`config.mk`:
```
export PLATFORM = sky130hd
export DESIGN_NAME = systolic_result_drain
export DESIGN_NICKNAME = d
export VERILOG_FILES = /design/src/rtl/systolic_result_drain.sv
export SDC_FILE = /design/constraint.sdc
export NUM_CORES = 1
export LEC_CHECK = 0
export ABC_CLOCK_PERIOD_IN_PS = 3100
export CAP_MARGIN = 20
export CELL_PAD_IN_SITES_DETAIL_PLACEMENT = 0
export CELL_PAD_IN_SITES_GLOBAL_PLACEMENT = 2
export CORE_ASPECT_RATIO = 0.5
export CORE_MARGIN = 5
export CORE_UTILIZATION = 34
export DETAILED_ROUTE_END_ITERATION = 10
export PLACE_DENSITY_LB_ADDON = 0.1
export SLEW_MARGIN = 20
export SYNTH_ARGS = -nofsm -noshare
export SYNTH_HDL_FRONTEND = slang
export SYNTH_SLANG_ARGS = --single-unit
export TNS_END_PERCENT = 10
```
`constraint.sdc`:
```
create_clock -name Clock -period 3.1 [get_ports Clock]
set_input_delay 0.62 -clock Clock [delete_from_list [all_inputs] [get_ports Clock]]
set_output_delay 0.62 -clock Clock [all_outputs]
set_load 0.005 [all_outputs]
```
`src/rtl/systolic_result_drain.sv`:
```
// Result drain for SystolicArray: counts the fill/compute latency L after Start, snapshots Accs_In while clearing the array,
// then streams ROWS*COLS words row-major; first word valid L+1 cycles after Start, words hold under Out_Ready=0.
// Optional clamp: define DRAIN_RELU_EN to output negative results as 0.
module systolic_result_drain #(
  parameter int ROWS   = 2,
  parameter int COLS   = 2,
  parameter int ACC_N  = 32,
  parameter int KLEN_W = 8,
  parameter int GUARD  = 2,
  localparam int RW    = (ROWS > 1) ? $clog2(ROWS) : 1,
  localparam int CW    = (COLS > 1) ? $clog2(COLS) : 1
) (
  input  logic                    Clock,
  input  logic                    Reset,
  input  logic                    Start,
  input  logic [KLEN_W-1:0]       K_Len,
  input  logic signed [ACC_N-1:0] Accs_In [ROWS][COLS],
  output logic                    Clear_Row [ROWS],
  output logic                    Clear_Column [COLS],
  output logic                    Out_Valid,
  input  logic                    Out_Ready,
  output logic signed [ACC_N-1:0] Out_Data,
  output logic [RW-1:0]           Out_Row,
  output logic [CW-1:0]           Out_Col,
  output logic                    Out_Last,
  output logic                    Busy,
  output logic                    Done
);

  typedef enum logic [1:0] {S_IDLE, S_WAIT, S_CAPTURE, S_STREAM} state_t;

  // Counter is loaded with L-1 = K + ROWS + COLS + GUARD - 2.
  localparam logic [15:0] LAT_BASE = 16'(ROWS + COLS + GUARD - 2);

  state_t                  state;
  logic [15:0]             cnt;
  logic                    clr_q;
  logic signed [ACC_N-1:0] snap [ROWS][COLS];

  logic [15:0]             k_eff;
  logic [15:0]             cnt_load;
  logic [RW-1:0]           nxt_row;
  logic [CW-1:0]           nxt_col;
  logic                    nxt_last;

  function automatic logic signed [ACC_N-1:0] shape(input logic signed [ACC_N-1:0] v);
`ifdef DRAIN_RELU_EN
    return v[ACC_N-1] ? '0 : v;
`else
    return v;
`endif
  endfunction

  always_comb begin
    k_eff    = (K_Len == '0) ? 16'd1 : 16'(K_Len);
    cnt_load = k_eff + LAT_BASE;
  end

  // Row-major successor of the word currently presented.
  always_comb begin
    nxt_row = Out_Row;
    nxt_col = Out_Col + CW'(1);
    if (Out_Col == CW'(COLS - 1)) begin
      nxt_col = '0;
      nxt_row = Out_Row + RW'(1);
    end
    nxt_last = (nxt_row == RW'(ROWS - 1)) && (nxt_col == CW'(COLS - 1));
  end

  always_comb begin
    for (int r = 0; r < ROWS; r++) Clear_Row[r] = clr_q;
    for (int c = 0; c < COLS; c++) Clear_Column[c] = clr_q;
  end

  always_ff @(posedge Clock or negedge Reset) begin
    if (!Reset) begin
      state     <= S_IDLE;
      cnt       <= '0;
      clr_q     <= 1'b0;
      Out_Valid <= 1'b0;
      Out_Data  <= '0;
      Out_Row   <= '0;
      Out_Col   <= '0;
      Out_Last  <= 1'b0;
      Busy      <= 1'b0;
      Done      <= 1'b0;
      for (int r = 0; r < ROWS; r++)
        for (int c = 0; c < COLS; c++)
          snap[r][c] <= '0;
    end else begin
      Done <= 1'b0;
      case (state)
        S_IDLE: begin
          if (Start) begin
            cnt   <= cnt_load;
            Busy  <= 1'b1;
            state <= S_WAIT;
          end
        end
        S_WAIT: begin
          if (cnt == '0) begin
            clr_q <= 1'b1;
            state <= S_CAPTURE;
          end else begin
            cnt <= cnt - 16'd1;
          end
        end
        S_CAPTURE: begin
          // The array clears on this same edge, so word 0 comes straight from Accs_In.
          clr_q <= 1'b0;
          for (int r = 0; r < ROWS; r++)
            for (int c = 0; c < COLS; c++)
              snap[r][c] <= Accs_In[r][c];
          Out_Valid <= 1'b1;
          Out_Data  <= shape(Accs_In[0][0]);
          Out_Row   <= '0;
          Out_Col   <= '0;
          Out_Last  <= (ROWS * COLS == 1);
          state     <= S_STREAM;
        end
        S_STREAM: begin
          if (Out_Ready) begin
            if (Out_Last) begin
              Out_Valid <= 1'b0;
              Out_Last  <= 1'b0;
              Out_Data  <= '0;
              Out_Row   <= '0;
              Out_Col   <= '0;
              Busy      <= 1'b0;
              Done      <= 1'b1;
              state     <= S_IDLE;
            end else begin
              Out_Row  <= nxt_row;
              Out_Col  <= nxt_col;
              Out_Data <= shape(snap[nxt_row][nxt_col]);
              Out_Last <= nxt_last;
            end
          end
        end
        default: state <= S_IDLE;
      endcase
    end
  end

endmodule

```
Yosys cells after proc, flatten, opt, wreduce, memory -nomap -nowiden
Index checks and enable logic that the tools add are counted.
{"block": "classes", "reduce_logical": 14, "bitwise_logic": 2, "n_eq_ne": 8, "n_lt_le_gt_ge": 2, "addsub": 4, "n_mux": 39}
{"operator": "$mux W64", "n": 3}
{"operator": "$mux W32", "n": 5}
{"operator": "$pmux W32 S2", "n": 1}
{"operator": "$mux W16", "n": 2}
{"operator": "$pmux W16 S2", "n": 1}
{"operator": "$logic_not A16 Y1", "n": 1}
{"operator": "$sub A16 B1 Y16 const B", "n": 1}
{"operator": "$mux W1", "n": 15}
{"operator": "$pmux W1 S2", "n": 6}
{"operator": "$ne A2 B2 Y1 const B", "n": 5}
{"operator": "$add A8 B3 Y9 const B", "n": 1}
{"operator": "$logic_not A8 Y1", "n": 1}
{"operator": "$mux W2", "n": 4}
{"operator": "$mux W8", "n": 1}
{"operator": "$pmux W2 S4", "n": 1}
{"operator": "$reduce_and A4 Y1", "n": 2}
{"operator": "$reduce_bool A2 Y1", "n": 4}
{"operator": "$reduce_and A3 Y1", "n": 2}
{"operator": "$eq A2 B2 Y1 const B", "n": 2}
{"operator": "$ge A2 B2 Y1 const B", "n": 2}
{"operator": "$not A1 Y2", "n": 2}
{"operator": "$reduce_and A2 Y1", "n": 2}
{"operator": "$add A1 B1 Y1 const B", "n": 2}
{"operator": "$eq A2 B1 Y1 const B", "n": 1}
{"operator": "2 further kinds", "n": 2}
{"block": "word_totals", "word_cells": 83, "out_inout_bits": 42, "ff_bits": 185, "in_bits": 140}

Longest topological paths before layout
Gate-level depths: netlist of the first run.
{"block": "depth", "ltp_word": 12, "mapped_depth": 9, "ltp_nobuf": 7}

Least setup slack after synthesis of the first run
No wires, ideal clock.
{"block": "synth_path", "path_type": "register -> register", "from": "register Out_Col", "to": "register Out_Data[0]", "n_path_buf": 4, "setup_slack_ps": 365, "period_less_slack_ps": 2735, "path_stages_with_launch": 10, "setup_ps": 135, "arrival_ps": 2601, "required_ps": 2965, "path_cell_list": "dfrtp_1 -> clkbuf_1 -> buf_1 -> inv_1 -> ha_1 -> clkbuf_1 -> buf_2 -> mux4_2 -> a22oi_1 -> o21ai_0"}
{"block": "synth_between", "elab_chain_cells": 11, "elab_cells_between_ends": 14, "cone_classes": "add/sub: 1; mux: 11; bitwise: 2"}
{"element": "from (decl)", "line_no": "24", "text": "output logic [CW-1:0] Out_Col,"}
{"element": "from (signal assigned)", "line_no": "134", "text": "Out_Col <= nxt_col;"}
{"element": "$mux W1", "line_no": "63", "text": "if (Out_Col == CW'(COLS - 1)) begin"}
{"element": "$not A1 Y2 (not written as such)", "line_no": "135", "text": "Out_Data <= shape(snap[nxt_row][nxt_col]);"}
{"element": "$mux W64 (not written as such) (3 in series)", "line_no": "135"}
{"element": "$mux W32 (not written as such) (*) (3 in series)", "line_no": "135"}
{"element": "$mux W32 (*)", "line_no": "123", "text": "if (Out_Last) begin"}
{"element": "$mux W32 (*)", "line_no": "122", "text": "if (Out_Ready) begin"}
{"element": "$pmux W32 S2 (*)", "line_no": "92", "text": "case (state)"}
{"element": "to (signal assigned)", "line_no": "115", "text": "Out_Data <= shape(Accs_In[0][0]);"}
{"element": "to (signal assigned)", "line_no": "135"}
{"element": "to (decl)", "line_no": "22", "text": "output logic signed [ACC_N-1:0] Out_Data,"}
Mark *: on every way between the ends. The rest lies on a longest branch, timed or not. The select of a mux whose other input is x is not followed.
A chain may end at the register's enable or synchronous reset.

Final worst setup path of the first run
{"block": "layout_path", "from": "register Out_Col", "to": "output Out_Col"}
No word-level cell between the ends.

==> summary.md, run 1 <==
| Metric | Value |
|---|---|
| Syn Std Cell Area | 8450 µm² |
| Number of global-route vias before repair | 6,138 |
| GP Congestion | 0.754 |
| Adder-cell share of the synthesized area | 1.18% |
| Worst stage delay on the critical path | 620 ps |
| Crit path buf inv count | 2 |
| Relative contribution of combinational cells to total power | 5.5% |
| Top cell type by total area after synthesis | sky130_fd_sc_hd__dfrtp_1 |
| Clock slew at reported path FFs | 70 ps |
| Post-synthesis net count | 780 |
| Met2 Track Usage GR | 26.7% |
| Core Footprint | 24,200 µm² |
| Max capacitance violation total | 0 |
| Yosys warning count | 0 |
| Per-cell via count in the routed design | 4.89 |
| Ports | 182 |
| Maximum fanout along the worst path | 35 |
| Data required time of the worst path | 2480 ps |
| Fraction of final layout cells with drive strength greater than 1 | 26.4% |
| Number of gates given a new drive strength after cts | 0 |
| First-pass GRT wire length | 34,700 µm |
| Run status | completed |
| Parity-gate share of the synthesized area counting xor and xnor cells | 1.14% |
| Critical path class | flip-flop to primary output |
| CTS H-tree lvls | 4 |
| Fraction of registers with async set/reset | 100% |
| Relative slew slack | 51.4% |
| Maximum resistive drop on vdd | 0.374 mV |
| Post-Syn Instances | 632 |
| Number of synthesized flops with an enable pin | 0 |
| Unrepaired setup endpoints after global routing | false |
| Leading cell types by total area after synthesis | sky130_fd_sc_hd__dfrtp_1 (55%), sky130_fd_sc_hd__mux2_2 (17%), sky130_fd_sc_hd__mux4_2 (8.5%), sky130_fd_sc_hd__a22oi_1 (2.7%), sky130_fd_sc_hd__o21ai_0 (2.0%) |
| Detailed-route wire length | 21,600 µm |
| Multi-input logic area | 3590 µm² |
| Synth cell types | 46 |
| Worst-path cell chain | buf_4 > clkdlybuf4s50_1 |
| Number of buffers inserted for hold repair after clock tree synthesis | 0 |
| F_max | 0.392 GHz |
| Mean Syn Cell Area | 13.4 µm² |
| Worst setup EP type | primary output |
| Share of the synthesized area in the top cell type | 54.8% |
| Number of buffers created by CTS | 17 |
| Filler cells | 2,254 |
| Pins over their slew limit | 0 |
| Clk network pwr share | 46.0% |
| Worst Max-Slew Pin Slew | 729 ps |
| 1st-pass router iterations | 4 |
| Most crowded layer after global routing | met2 |
| Minimum clock period after layout | 2550 ps |
| Die Outline Area | 28,300 µm² |
| Clock tree from TritonCTS | built |
| Pwr dens | 442 nW/µm² |
| Final Skew | 7.71 ps |
| Sequential cell fraction of total power | 48.5% |
| Launching point of the worst reg2reg path | cnt[0] |
| Final Core Density | 46.5% |
| Tot GR Track Use | 16.1% |
| Routed length per instance | 18.8 µm |
| Clk sinks | 185 |
| Leakage power of the design | 0.00503 µW |
| CTS Root Buffer Type | sky130_fd_sc_hd__clkbuf_16 |
| Primary FF master, synth | sky130_fd_sc_hd__dfrtp_1 |
| Overflow left after global routing | 0 |
| Number of buffers added for setup after CTS | 0 |
| Multiplexer share of the synthesized area | 26.2% |
| Hold WC Path Type | input port to asynchronous set/reset pin |
| Switching Power | 1090 µW |
| Final-report hold violation count | 0 |
| Total negative slack for setup checks | 0 ps |
| Number of buffers added on ports | 181 |
| Half-perimeter wire length of the detailed placement result | 14,900 µm |
| Standard-cell row count | 40 |
| Crit path max-delay cell type | sky130_fd_sc_hd__clkdlybuf4s50_1 |
| Number of endpoints failing setup at the final stage | 0 |
| DRC viols | 0 |
| Antenna violations before repair | 0 |
| Net switching fraction of the power | 21.9% |
| Antenna-violating nets left | 0 |
| Compound-Gate Fraction of Synth Area | 7.94% |
| Final Net Count | 945 |
| Sequential fraction of the synthesis area | 54.8% |
| Area delta synth->final | 33.2% |
| Crit path max-delay family | buffers and inverters |
| Largest buffer count on any clock path | 2 |
| Arrival @ worst endpoint | 1930 ps |
| N_diodes | 0 |
| Detailed Route Iter0 Violations | 289 |
| Launching instance or port of the critical path | Out_Col |
| Die span in x | 233 µm |
| Detailed-route via count | 5,608 |
| Share of synthesized cell area in and, or, nand and nor gates | 5.61% |
| Period Utilization, post-route | 82.3% |
| Worst-Skew Late Latency | 450 ps |
| GR Util met1 | 20.2% |
| Count of state elements after synthesis | 185 |
| Kind of start point of the critical path | flip-flop |
| Maximum number of pins on one net before global-route repair | 131 |
| Internal power component | 3890 µW |
| Combinational family with the most area after synthesis | multiplexers |
| Die Y | 121 µm |
| Initial core utilization | 34.9% |
| Storage cell area | 4630 µm² |
| Global routing met3 resource utilization | 4.86% |
## metal layers
metal / vias to the layer above / routed length (µm)
li1: 2651 / -
met1: 2866 / 9490
met2: 70 / 10800
met3: 21 / 984
met4: 0 / 286
met5: - / 0
## path summary, 6_finish.rpt
check	end	slack, ps	cells after the start
max reg2reg	cnt[2]	740	7
min reg2reg	Out_Data[25]	480	2
max	Out_Col	550	2
min	cnt[3]	200	1
max in group asynchronous	snap[124]	2130	2
min in group Clock	Out_Data[25]	480	2
## cells in the mapped netlist (all sizes together), types with 3 or more instances
cell,n
dfrtp,185
mux2,129
o21ai,44
nand2,42
clkbuf,32
mux4,32
a22oi,30
nor2,22
buf,16
nand3,12
inv,11
ha,8
xor2,8
a21oi,7
nor3,6
o211ai,5
mux2i,4
nor4,4
a2bb2oi,3
nand4,3
nor2b,3
or3,3
xnor2,3
## final cells by class
type	count	share of cell area (%)
flip-flops and latches	185	41.1
multi-input cells	388	31.9
repair buffers	194	17.4
clock buffers	20	3.97
well taps	336	3.73
clock inverters	12	1.43
inverters	11	0.367
## metrics by stage
stage | cells | hold slack, ps | worst slack (ps) | instance area (µm²) | power [µW]
final | 1146 | 204 | 549 | 11300 | 4970
after global routing | 1146 | 262 | 450 | 11300 | 5170
after CTS | 1146 | 235 | 502 | 11300 | 5040
after detailed placement | 1114 | 469 | 711 | 10600 | 2740
after global placement | 1114 | 461 | 780 | 10600 | 2740
after floorplan | 632 | 324 | 365 | 8450 | 2480
## sequential cells by signal, indices dropped and copies added, names as in the netlist
signal	cells
clr_q	1
Out_Valid	1
Out_Row	1
cnt	16
Out_Data	32
Out_Col	1
snap	128
Busy	1
Done	1
Out_Last	1
state	2
## cell usage in the layout, fill, tap and decap left out, types with 2 or more instances in the layout
| master | netlist | layout |
|---|---|---|
| sky130_fd_sc_hd__and3_1 | 2 | 2 |
| sky130_fd_sc_hd__xor2_1 | 8 | 8 |
| sky130_fd_sc_hd__o2111ai_1 | 2 | 2 |
| sky130_fd_sc_hd__clkbuf_8 | 0 | 2 |
| sky130_fd_sc_hd__bufinv_16 | 0 | 3 |
| sky130_fd_sc_hd__clkdlybuf4s50_1 | 0 | 180 |
| sky130_fd_sc_hd__a2bb2oi_1 | 3 | 3 |
| sky130_fd_sc_hd__or3_1 | 3 | 3 |
| sky130_fd_sc_hd__a22oi_1 | 30 | 30 |
| sky130_fd_sc_hd__nand3_1 | 12 | 12 |
| sky130_fd_sc_hd__nand2_1 | 42 | 42 |
| sky130_fd_sc_hd__clkbuf_16 | 0 | 17 |
| sky130_fd_sc_hd__xnor2_1 | 3 | 3 |
| sky130_fd_sc_hd__clkbuf_1 | 32 | 2 |
| sky130_fd_sc_hd__nand4_1 | 3 | 3 |
| sky130_fd_sc_hd__clkinvlp_4 | 0 | 3 |
| sky130_fd_sc_hd__mux2i_1 | 4 | 4 |
| sky130_fd_sc_hd__mux2_2 | 128 | 128 |
| sky130_fd_sc_hd__buf_4 | 5 | 9 |
| sky130_fd_sc_hd__o21ai_0 | 33 | 33 |
| sky130_fd_sc_hd__mux4_2 | 32 | 32 |
| sky130_fd_sc_hd__o21ai_1 | 10 | 10 |
| sky130_fd_sc_hd__a221o_1 | 2 | 2 |
| sky130_fd_sc_hd__buf_12 | 0 | 4 |
| sky130_fd_sc_hd__nor2b_1 | 3 | 2 |
| sky130_fd_sc_hd__a21oi_1 | 6 | 5 |
| sky130_fd_sc_hd__inv_6 | 0 | 4 |
| sky130_fd_sc_hd__inv_1 | 11 | 11 |
| sky130_fd_sc_hd__nor4_1 | 4 | 4 |
| sky130_fd_sc_hd__o211ai_1 | 5 | 5 |
| sky130_fd_sc_hd__dfrtp_1 | 185 | 184 |
| sky130_fd_sc_hd__nand2b_1 | 2 | 2 |
| sky130_fd_sc_hd__nor2_1 | 22 | 22 |
| sky130_fd_sc_hd__ha_1 | 8 | 6 |
| sky130_fd_sc_hd__o31a_1 | 2 | 2 |
| sky130_fd_sc_hd__nor3_1 | 5 | 5 |
## power by group through the flow
stage | Sequential (µW) | Combinational (µW) | Clock [µW]
6_report | 2410 | 272 | 2290
5_1_grt | 2410 | 299 | 2460
4_1_cts | 2410 | 280 | 2350
3_5_place_dp | 2460 | 279 | 0
3_3_place_gp | 2460 | 280 | 0
2_1_floorplan | 2460 | 23.9 | 0
## cell families after synthesis
kind of cell / after synthesis
DFF: 185
muxes: 165
AOI/OAI and AO/OA: 102
and+or+nand+nor: 102
buffers and inverters: 59
xor gates and xnor gates: 11
adders and majority gates: 8
(Power assumes the default switching activity.)
==> inputs of run 2 (changes only) <==
--- a/config.mk
+++ b/config.mk
@@ -5,13 +5,13 @@
 export SDC_FILE = /design/constraint.sdc
 export NUM_CORES = 1
 export LEC_CHECK = 0
-export ABC_CLOCK_PERIOD_IN_PS = 3100
+export ABC_CLOCK_PERIOD_IN_PS = 2300
 export CAP_MARGIN = 20
 export CELL_PAD_IN_SITES_DETAIL_PLACEMENT = 0
 export CELL_PAD_IN_SITES_GLOBAL_PLACEMENT = 2
 export CORE_ASPECT_RATIO = 0.5
 export CORE_MARGIN = 5
-export CORE_UTILIZATION = 34
+export CORE_UTILIZATION = 31
 export DETAILED_ROUTE_END_ITERATION = 10
 export PLACE_DENSITY_LB_ADDON = 0.1
 export SLEW_MARGIN = 20
==> constraint.sdc (replaced) <==
create_clock -name Clock -period 2.3 [get_ports Clock]
set_input_delay 0.46 -clock Clock [delete_from_list [all_inputs] [get_ports Clock]]
set_output_delay 0.46 -clock Clock [all_outputs]
set_load 0.005 [all_outputs]
==> run 2 against run 1 <==
Critical path depth unchanged; largest cell class unchanged; clock skew increased by 3.7 ps; core utilization decreased by 3.5 points; setup slack got worse by 430 ps; clock power increased by 30%; register-to-register slack got worse by 610 ps; sequential power increased by 35%; critical path type unchanged; global-route usage decreased by 0.77 points; via count increased by 0.80%; sequential cell count unchanged; critical endpoint unchanged.
==> summary.md, run 2 (synthesis gave the netlist of run 1 again) <==
| Metric | Value |
|---|---|
| Die span in x | 243 µm |
| Most frequent standard cell in the layout excluding fill and tap cells | sky130_fd_sc_hd__dfrtp_1 |
| Clk network pwr share | 45.1% |
| Sequential cell fraction of total power | 49.2% |
| Detailed Route Iter0 Violations | 234 |
| Unrepaired setup endpoints after global routing | false |
| Net switching fraction of the power | 22.4% |
| Max capacitance violation total | 0 |
| First-pass GRT wire length | 36,600 µm |
| Maximum resistive drop on vdd | 0.518 mV |
| Run status | completed |
| Area delta synth->final | 35.6% |
| Detailed-route via count | 5,653 |
| Fraction of final layout cells with drive strength greater than 1 | 28.5% |
| Leakage power of the design | 0.00514 µW |
| Relative contribution of combinational cells to total power | 5.7% |
| Half-perimeter wire length of the detailed placement result | 15,800 µm |
| Critical path class | flip-flop to primary output |
| Maximum fanout along the worst path | 35 |
| Worst Max-Slew Pin Slew | 696 ps |
| Routed length per instance | 19.3 µm |
| Period Utilization, post-route | 95.0% |
| Data required time of the worst path | 1840 ps |
| Switching Power | 1480 µW |
| Hold WC Path Type | input port to asynchronous set/reset pin |
| Overflow left after global routing | 0 |
| CTS Root Buffer Type | sky130_fd_sc_hd__clkbuf_16 |
| Biggest registers after layout | snap: 128 flops, Out_Data: 32 flops, cnt: 16 flops |
| Per-cell via count in the routed design | 4.79 |
| Worst-Skew Late Latency | 440 ps |
| CTS H-tree lvls | 4 |
| Standard-cell row count | 42 |
| Antenna-violating nets left | 0 |
| Register containing the most flip-flops in the final layout | snap |
| Largest buffer count on any clock path | 2 |
| Core Footprint | 26,600 µm² |
| Number of buffers inserted for hold repair after clock tree synthesis | 0 |
| Detailed-route wire length | 22,700 µm |
| Antenna violations before repair | 0 |
| Internal power component | 5130 µW |
| Top library cells by usage in the layout, fill and taps aside | sky130_fd_sc_hd__dfrtp_1 (184), sky130_fd_sc_hd__clkdlybuf4s50_1 (180), sky130_fd_sc_hd__mux2_2 (128) |
| N_diodes | 0 |
| DRC viols | 0 |
| Arrival @ worst endpoint | 1730 ps |
| Kind of start point of the critical path | flip-flop |
| 1st-pass router iterations | 4 |
| Final Core Density | 43.0% |
| Worst setup EP type | primary output |
| Final Net Count | 963 |
| Pwr dens | 577 nW/µm² |
| Final Skew | 11.5 ps |
| Number of buffers created by CTS | 17 |
| Final-report hold violation count | 0 |
| Number of endpoints failing setup at the final stage | 0 |
| Worst-case setup margin in the final layout | 114 ps |
| Minimum clock period after layout | 2190 ps |
| Maximum number of pins on one net before global-route repair | 75 |
| Die Outline Area | 30,900 µm² |
| Number of global-route vias before repair | 6,315 |
| Max reg flops | 128 |
| F_max | 0.457 GHz |
| Clk sinks | 185 |
| Clock tree from TritonCTS | built |
| Tot GR Track Use | 15.3% |
| Number of buffers added for setup after CTS | 0 |
| Die Y | 127 µm |
| Clock slew at reported path FFs | 70 ps |
| Number of buffers added on ports | 181 |
| Setup slack at placement | 13.6 ps |
| Relative slew slack | 53.1% |
| Pins over their slew limit | 0 |
| Ports | 182 |
| GP Congestion | 0.738 |
| Initial core utilization | 31.7% |
-- run 2: final cells by class --
| class | instances | area (µm²) |
|---|---|---|
| Fill cell | 2511 | 15200 |
| Inverter | 11 | 41.3 |
| Clock inverter | 13 | 143 |
| Sequential cell | 185 | 4630 |
| Clock buffer | 19 | 443 |
| Timing Repair Buffer | 212 | 2160 |
| Tap cell | 352 | 440 |
| Multi-Input combinational cell | 388 | 3600 |
-- run 2: path summary, 6_finish.rpt --
path	to	slack, ps	from	cells past startpoint
min reg2reg	Out_Data[31]	480	Out_Data[31]	2
max in group asynchronous	Out_Col	1660	Reset	2
max reg2reg	state[1]	130	cnt[1]	7
max	Out_Col	110	Out_Col	2
min	cnt[3]	9	Reset	1
min in group Clock	Out_Data[31]	480	Out_Data[31]	2
-- run 2: layer usage --
| metal | routed length (µm) | vias to the layer above | track usage [%] |
|---|---|---|---|
| met2 | 12100 | 65 | 27.3 |
| met1 | 9850 | 2886 | 18.9 |
| met4 | 250 | 0 | 4.20 |
| li1 | - | 2683 | - |
| met3 | 548 | 19 | 3.40 |
| met5 | 0 | - | 0 |
-- run 2: worst max-delay path, stage by stage, from the launching register on --
cell	delay, ps
sky130_fd_sc_hd__dfrtp_2	380
sky130_fd_sc_hd__buf_8	320
sky130_fd_sc_hd__clkdlybuf4s50_1	580
-- run 2: repair_timing --
action                                  4_1_cts  5_1_grt
gates resized for setup                       3        2
pin swaps                                     0        1
endpoints found under the hold margin         0        0
gates cloned                                  0        0
endpoints found under the setup margin        3        4
-- run 2: power groups by stage --
stage / sequential, µW / combinational (µW) / clock (µW)
after floorplan: 3320 / 32.2 / 0
after global placement: 3310 / 387 / 0
after detailed placement: 3310 / 390 / 0
after CTS: 3250 / 391 / 3090
after global routing: 3250 / 417 / 3220
final: 3250 / 379 / 2980
-- run 2: metrics by stage --
stage,total power (µW),hold WS (ps),instance area (µm²),setup TNS (ps),std cells
3_5_place_dp,3700,469,10900,0,1148
4_1_cts,6740,0.351,11500,0,1180
3_3_place_gp,3700,463,10900,0,1148
5_1_grt,6890,19.1,11500,0,1180
6_report,6610,8.87,11500,0,1180
2_1_floorplan,3350,164,8460,-158,632
==> RTL edit 1 (settings of run 1) <==
The option `DRAIN_RELU_EN` is turned on by a define.
--- a/src/rtl/systolic_result_drain.sv
+++ b/src/rtl/systolic_result_drain.sv
@@ -1,6 +1,8 @@
 // Result drain for SystolicArray: counts the fill/compute latency L after Start, snapshots Accs_In while clearing the array,
 // then streams ROWS*COLS words row-major; first word valid L+1 cycles after Start, words hold under Out_Ready=0.
 // Optional clamp: define DRAIN_RELU_EN to output negative results as 0.
+`define DRAIN_RELU_EN
+
 module systolic_result_drain #(
   parameter int ROWS   = 2,
   parameter int COLS   = 2,
Check against the original RTL: not equivalent (a bounded check fails within 10 cycles, from zero or initial values and one cycle with Reset low).
==> RTL edit 1 against run 1 <==
Non-clock buffer count up 3. Synthesized cell count up 3.0%. Worst setup slack better by 0.029 ns. Register-to-register slack worse by 0.10 ns. First-iteration DRC count up 1.4%. Routed wire length up 5.0%. Area after synthesis up 2.3%. Sequential cell count down 1. Design area up 2.0%.
Power is not compared: it rests on default switching activity, and its combinational part moved more than twofold at a synthesized area within 25%.
==> RTL edit 1: results <==
[outcome]
status = complete, no violations

[timing]
timing.hold.ws_ns = 0.136
finClkSkew_ns = 0.0107
relSlewSlack_pct = 60.8

[worst_setup_path]
r2r_cells = 6
rr_startpoint = Out_Row
reg2reg_slack_ns = 0.64
worstPathArrival_ns = 1.90

[global_route]
track_usage_pct = 16.1
grt_pass1_wl_um = 36000
grt_max_degree = 95
grt_pass1_vias = 6133

[final_layout]
drive_above_1_share_pct = 26.9
reg_top3 = snap: 128 flops, Out_Data: 31 flops, cnt: 16 flops

[placement]
dp.cells = 1144
hpwlAfterDp_um = 15800
placedInstanceArea_um2 = 10800
preCtsSetupSlack_ns = 0.587
gp_congestion = 0.773
io_buffers = 180

[synth]
synth_nets = 799
ys_seq_area_share_pct = 53.3
avgSynthCellArea_um2 = 13.3
synth_commonest_cells = dfrtp_1, mux2_2, nand2_1, a22oi_1, mux4_2
synth_area_leaders = dfrtp_1, mux2_2, mux4_2, a22oi_1, nand2_1

[detailed_routing]
wl_met2_um = 11100
routed_wirelength_um = 22700
met1_length_um = 10500
drtIter0Drc = 293
RTL edit 1: cell count changes after synthesis, moves of 6 or more:
cell	change
buf_2	+16
clkbuf_1	-20
o21ai_0	-13
xor2_1	-7
buf_4	+6
o21ai_1	+9
nor2_1	-8
RTL edit 1: metal layers:
| metal | vias up | global-route usage [%] |
|---|---|---|
| li1 | 2751 | - |
| met1 | 3000 | 21.8 |
| met2 | 103 | 26.5 |
| met3 | 9 | 4.18 |
| met4 | 0 | 3.37 |
| met5 | - | 0 |
RTL edit 1: final cells by class:
cell class | instances | area [µm²]
Multi-Input combinational cell | 408 | 3790
Clock inverter | 6 | 134
Inverter | 11 | 41.3
Tap cell | 344 | 430
Fill cell | 2315 | 13700
Timing Repair Buffer | 197 | 1970
Sequential cell | 184 | 4610
Clock buffer | 26 | 509
RTL edit 1: worst max path at each step:
stage,startpoint,end,slack (ns),cells after the start
after detailed placement,Out_Row,Out_Data[29],0.59,6
after global placement,Out_Col,Out_Data[29],0.66,7
after global routing,Out_Row,Out_Data[29],0.45,6
after floorplan,Out_Col,Out_Data[11],0.61,9
after CTS,Out_Col,Out_Col,0.54,2
final,Out_Col,Out_Col,0.58,2
RTL edit 1: kinds of logic (layout without fill, tap and decap cells):
group	Yosys count	in the layout	synth area share [%]
AO/OA/AOI/OAI	117	117	9.03
AND/OR/NAND/NOR	111	111	6.83
multiplexers	169	169	26.1
adder cells (fa/ha/maj)	8	8	1.16
buffers and inverters	59	240	3.33
flip-flops	184	184	53.3
XOR/XNOR	2	2	0.203
other	1	1	0.0434
RTL edit 1: power breakdown:
part           switching [mW]  internal [mW]  total (mW)
clock                   0.929           1.46        2.39
sequential              0.638           3.53        4.17
combinational            2.23           2.91        5.14
==> RTL edit 2 (config.mk and constraints of run 1) <==
Without the edit above. Make the reset (`Reset`) synchronous in one clocked block.
--- a/src/rtl/systolic_result_drain.sv
+++ b/src/rtl/systolic_result_drain.sv
@@ -72,7 +72,7 @@
     for (int c = 0; c < COLS; c++) Clear_Column[c] = clr_q;
   end
 
-  always_ff @(posedge Clock or negedge Reset) begin
+  always_ff @(posedge Clock) begin
     if (!Reset) begin
       state     <= S_IDLE;
       cnt       <= '0;
Check against the original RTL: differs if Reset is asserted again (counterexample within 4 cycles, from zero or initial values and one cycle with Reset low); with Reset held inactive, the same outputs for 10 cycles.
==> RTL edit 2 against run 1 <==
Area after synthesis increased by 1.3%. Design area decreased by 0.30%. Routed wire length increased by 6.0%. Register-to-register slack improved by 0.05 ns. Sequential cell count unchanged. Die area increased by 1.3%. Critical path type is now reg -> reg. Final cell count increased by 6.1%. Clock skew increased by 0.0068 ns. Worst setup slack improved by 0.24 ns. Fmax increased by 10%.
Power is not compared: it rests on default switching activity, and its combinational part moved more than twofold at a synthesized area within 25%.
==> RTL edit 2: results <==
[synth]
ys_seq_area_share_pct = 58.2
async_flop_share_pct = 0
synth_warnings = 0
synth_cell_types = 62
synth_area_leaders = edfxtp_1, dfxtp_1, and3_1, mux2i_1, mux4_2
synth_nets = 859
synth-edff-count = 128
synth_commonest_cells = and3_1, edfxtp_1, dfxtp_1, a21oi_1, clkbuf_1

[final_layout]
diodes = 0
drive_above_1_share_pct = 8.83
nets = 1007
reg_top3 = snap: 128 flops, Out_Data: 32 flops, cnt: 16 flops

[outcome]
status = complete, no violations

[global_route]
grt_max_degree = 92
grt_antenna_before_repair = 0
grt_pass1_vias = 6239
grt_pass1_wl_um = 35100
track_usage_pct = 16.1

[detailed_routing]
via_per_inst = 5.08
drtIter0Drc = 381
routed_wirelength_um = 22900
drtPass1Iterations = 4

[clocking]
clockRootBuffer = clkbuf_16
cts.htree.levels = 4
cts-resized-gates = 0
cts_max_path_buffers = 2
clk_latency_ns = 0.45
cts_made_buffers = 17
path_clk_slew_ns = 0.07
post-cts-setup-buffers = 0

[timing]
worstMarginPinSlew_ns = 0.861
timing.hold.ws_ns = 0.501
finClkSkew_ns = 0.0145

[placement]
gp_congestion = 0.735
io_buffers = 181
hpwlAfterDp_um = 15300

[power]
leakagePower_nw = 4.60
ir_worst_vdd_v = 0.000416
p_sw_mw = 2.95

[hold_path]
worstHoldPathCells = 2
hold_class = reg -> reg

[worst_setup_path]
r2r_cells = 6
worst-path-max-fanout = 10
worstPathArrival_ns = 2.65
reg2reg_slack_ns = 0.79
RTL edit 2: changes by cell type in the layout (fill, tap and decap cells not counted), moves of 34 or more:
cell,change
dfrtp_1,-184
mux2_2,-126
mux2i_1,+34
dfxtp_1,+57
a21oi_1,+45
and3_1,+127
edfxtp_1,+128
RTL edit 2: kinds of logic after synthesis:
logic type	share of synthesized area [%]
AND/OR/NAND/NOR	16.4
flip-flops	58.2
AO/OA/AOI/OAI	10.9
buffers and inverters	3.93
multiplexers	9.05
adder cells (fa/ha/maj)	1.17
XOR/XNOR	0.307
RTL edit 2: worst max-delay path, stage by stage, from the launching register on:
cell and delay [ns]:
dfxtp_1 0.35, inv_1 0.09, ha_1 0.33, nor4b_1 0.50, a41oi_2 0.36, and3_1 0.30, o31a_1 0.27
RTL edit 2: worst paths after layout:
| check | from | end |
|---|---|---|
| worst max register to register | state[1] | cnt[0] |
| worst min register to register | Out_Data[17] | Out_Data[17] |
| worst max-delay path | state[1] | cnt[0] |
| worst min-delay path | Out_Data[17] | Out_Data[17] |
RTL edit 2: per-layer routing:
layer	vias to the layer above	global-route usage (%)	part of all wire, %
li1	3025	-	-
met1	3026	21.5	46
met2	112	26.3	48
met3	19	3.70	4.0
met4	0	5.28	1.4
met5	-	0	0
RTL edit 2: through the flow:
| step | cell area (µm²) | cells | setup slack, ns | total power [mW] | util, % |
|---|---|---|---|---|---|
| 2_1_floorplan | 8560 | 711 | 0.0220 | 5.70 | - |
| 3_3_place_gp | 10700 | 1184 | 0.747 | 6.89 | 42.8 |
| 3_5_place_dp | 10700 | 1184 | 0.735 | 6.91 | 42.8 |
| 4_1_cts | 11200 | 1216 | 0.757 | 8.99 | 44.9 |
| 5_1_grt | 11200 | 1216 | 0.606 | 9.44 | 44.9 |
| 6_report | 11200 | 1216 | 0.785 | 8.88 | 44.9 |
RTL edit 2: power groups by stage:
stage,logic (mW),clock network [mW],registers (mW)
5_1_grt,3.34,2.22,3.88
3_3_place_gp,3.04,0,3.85
2_1_floorplan,1.93,0,3.77
4_1_cts,3.06,2.11,3.81
6_report,3.02,2.06,3.80
3_5_place_dp,3.05,0,3.86
RTL edit 2: layout make-up:
class,instances,area (µm²)
Multi-Input combinational cell,447,3280
Clock buffer,20,437
Tap cell,344,430
Clock inverter,12,101
Timing Repair Buffer,196,1950
Fill cell,2375,13800
Sequential cell,185,4980
Inverter,12,45.0
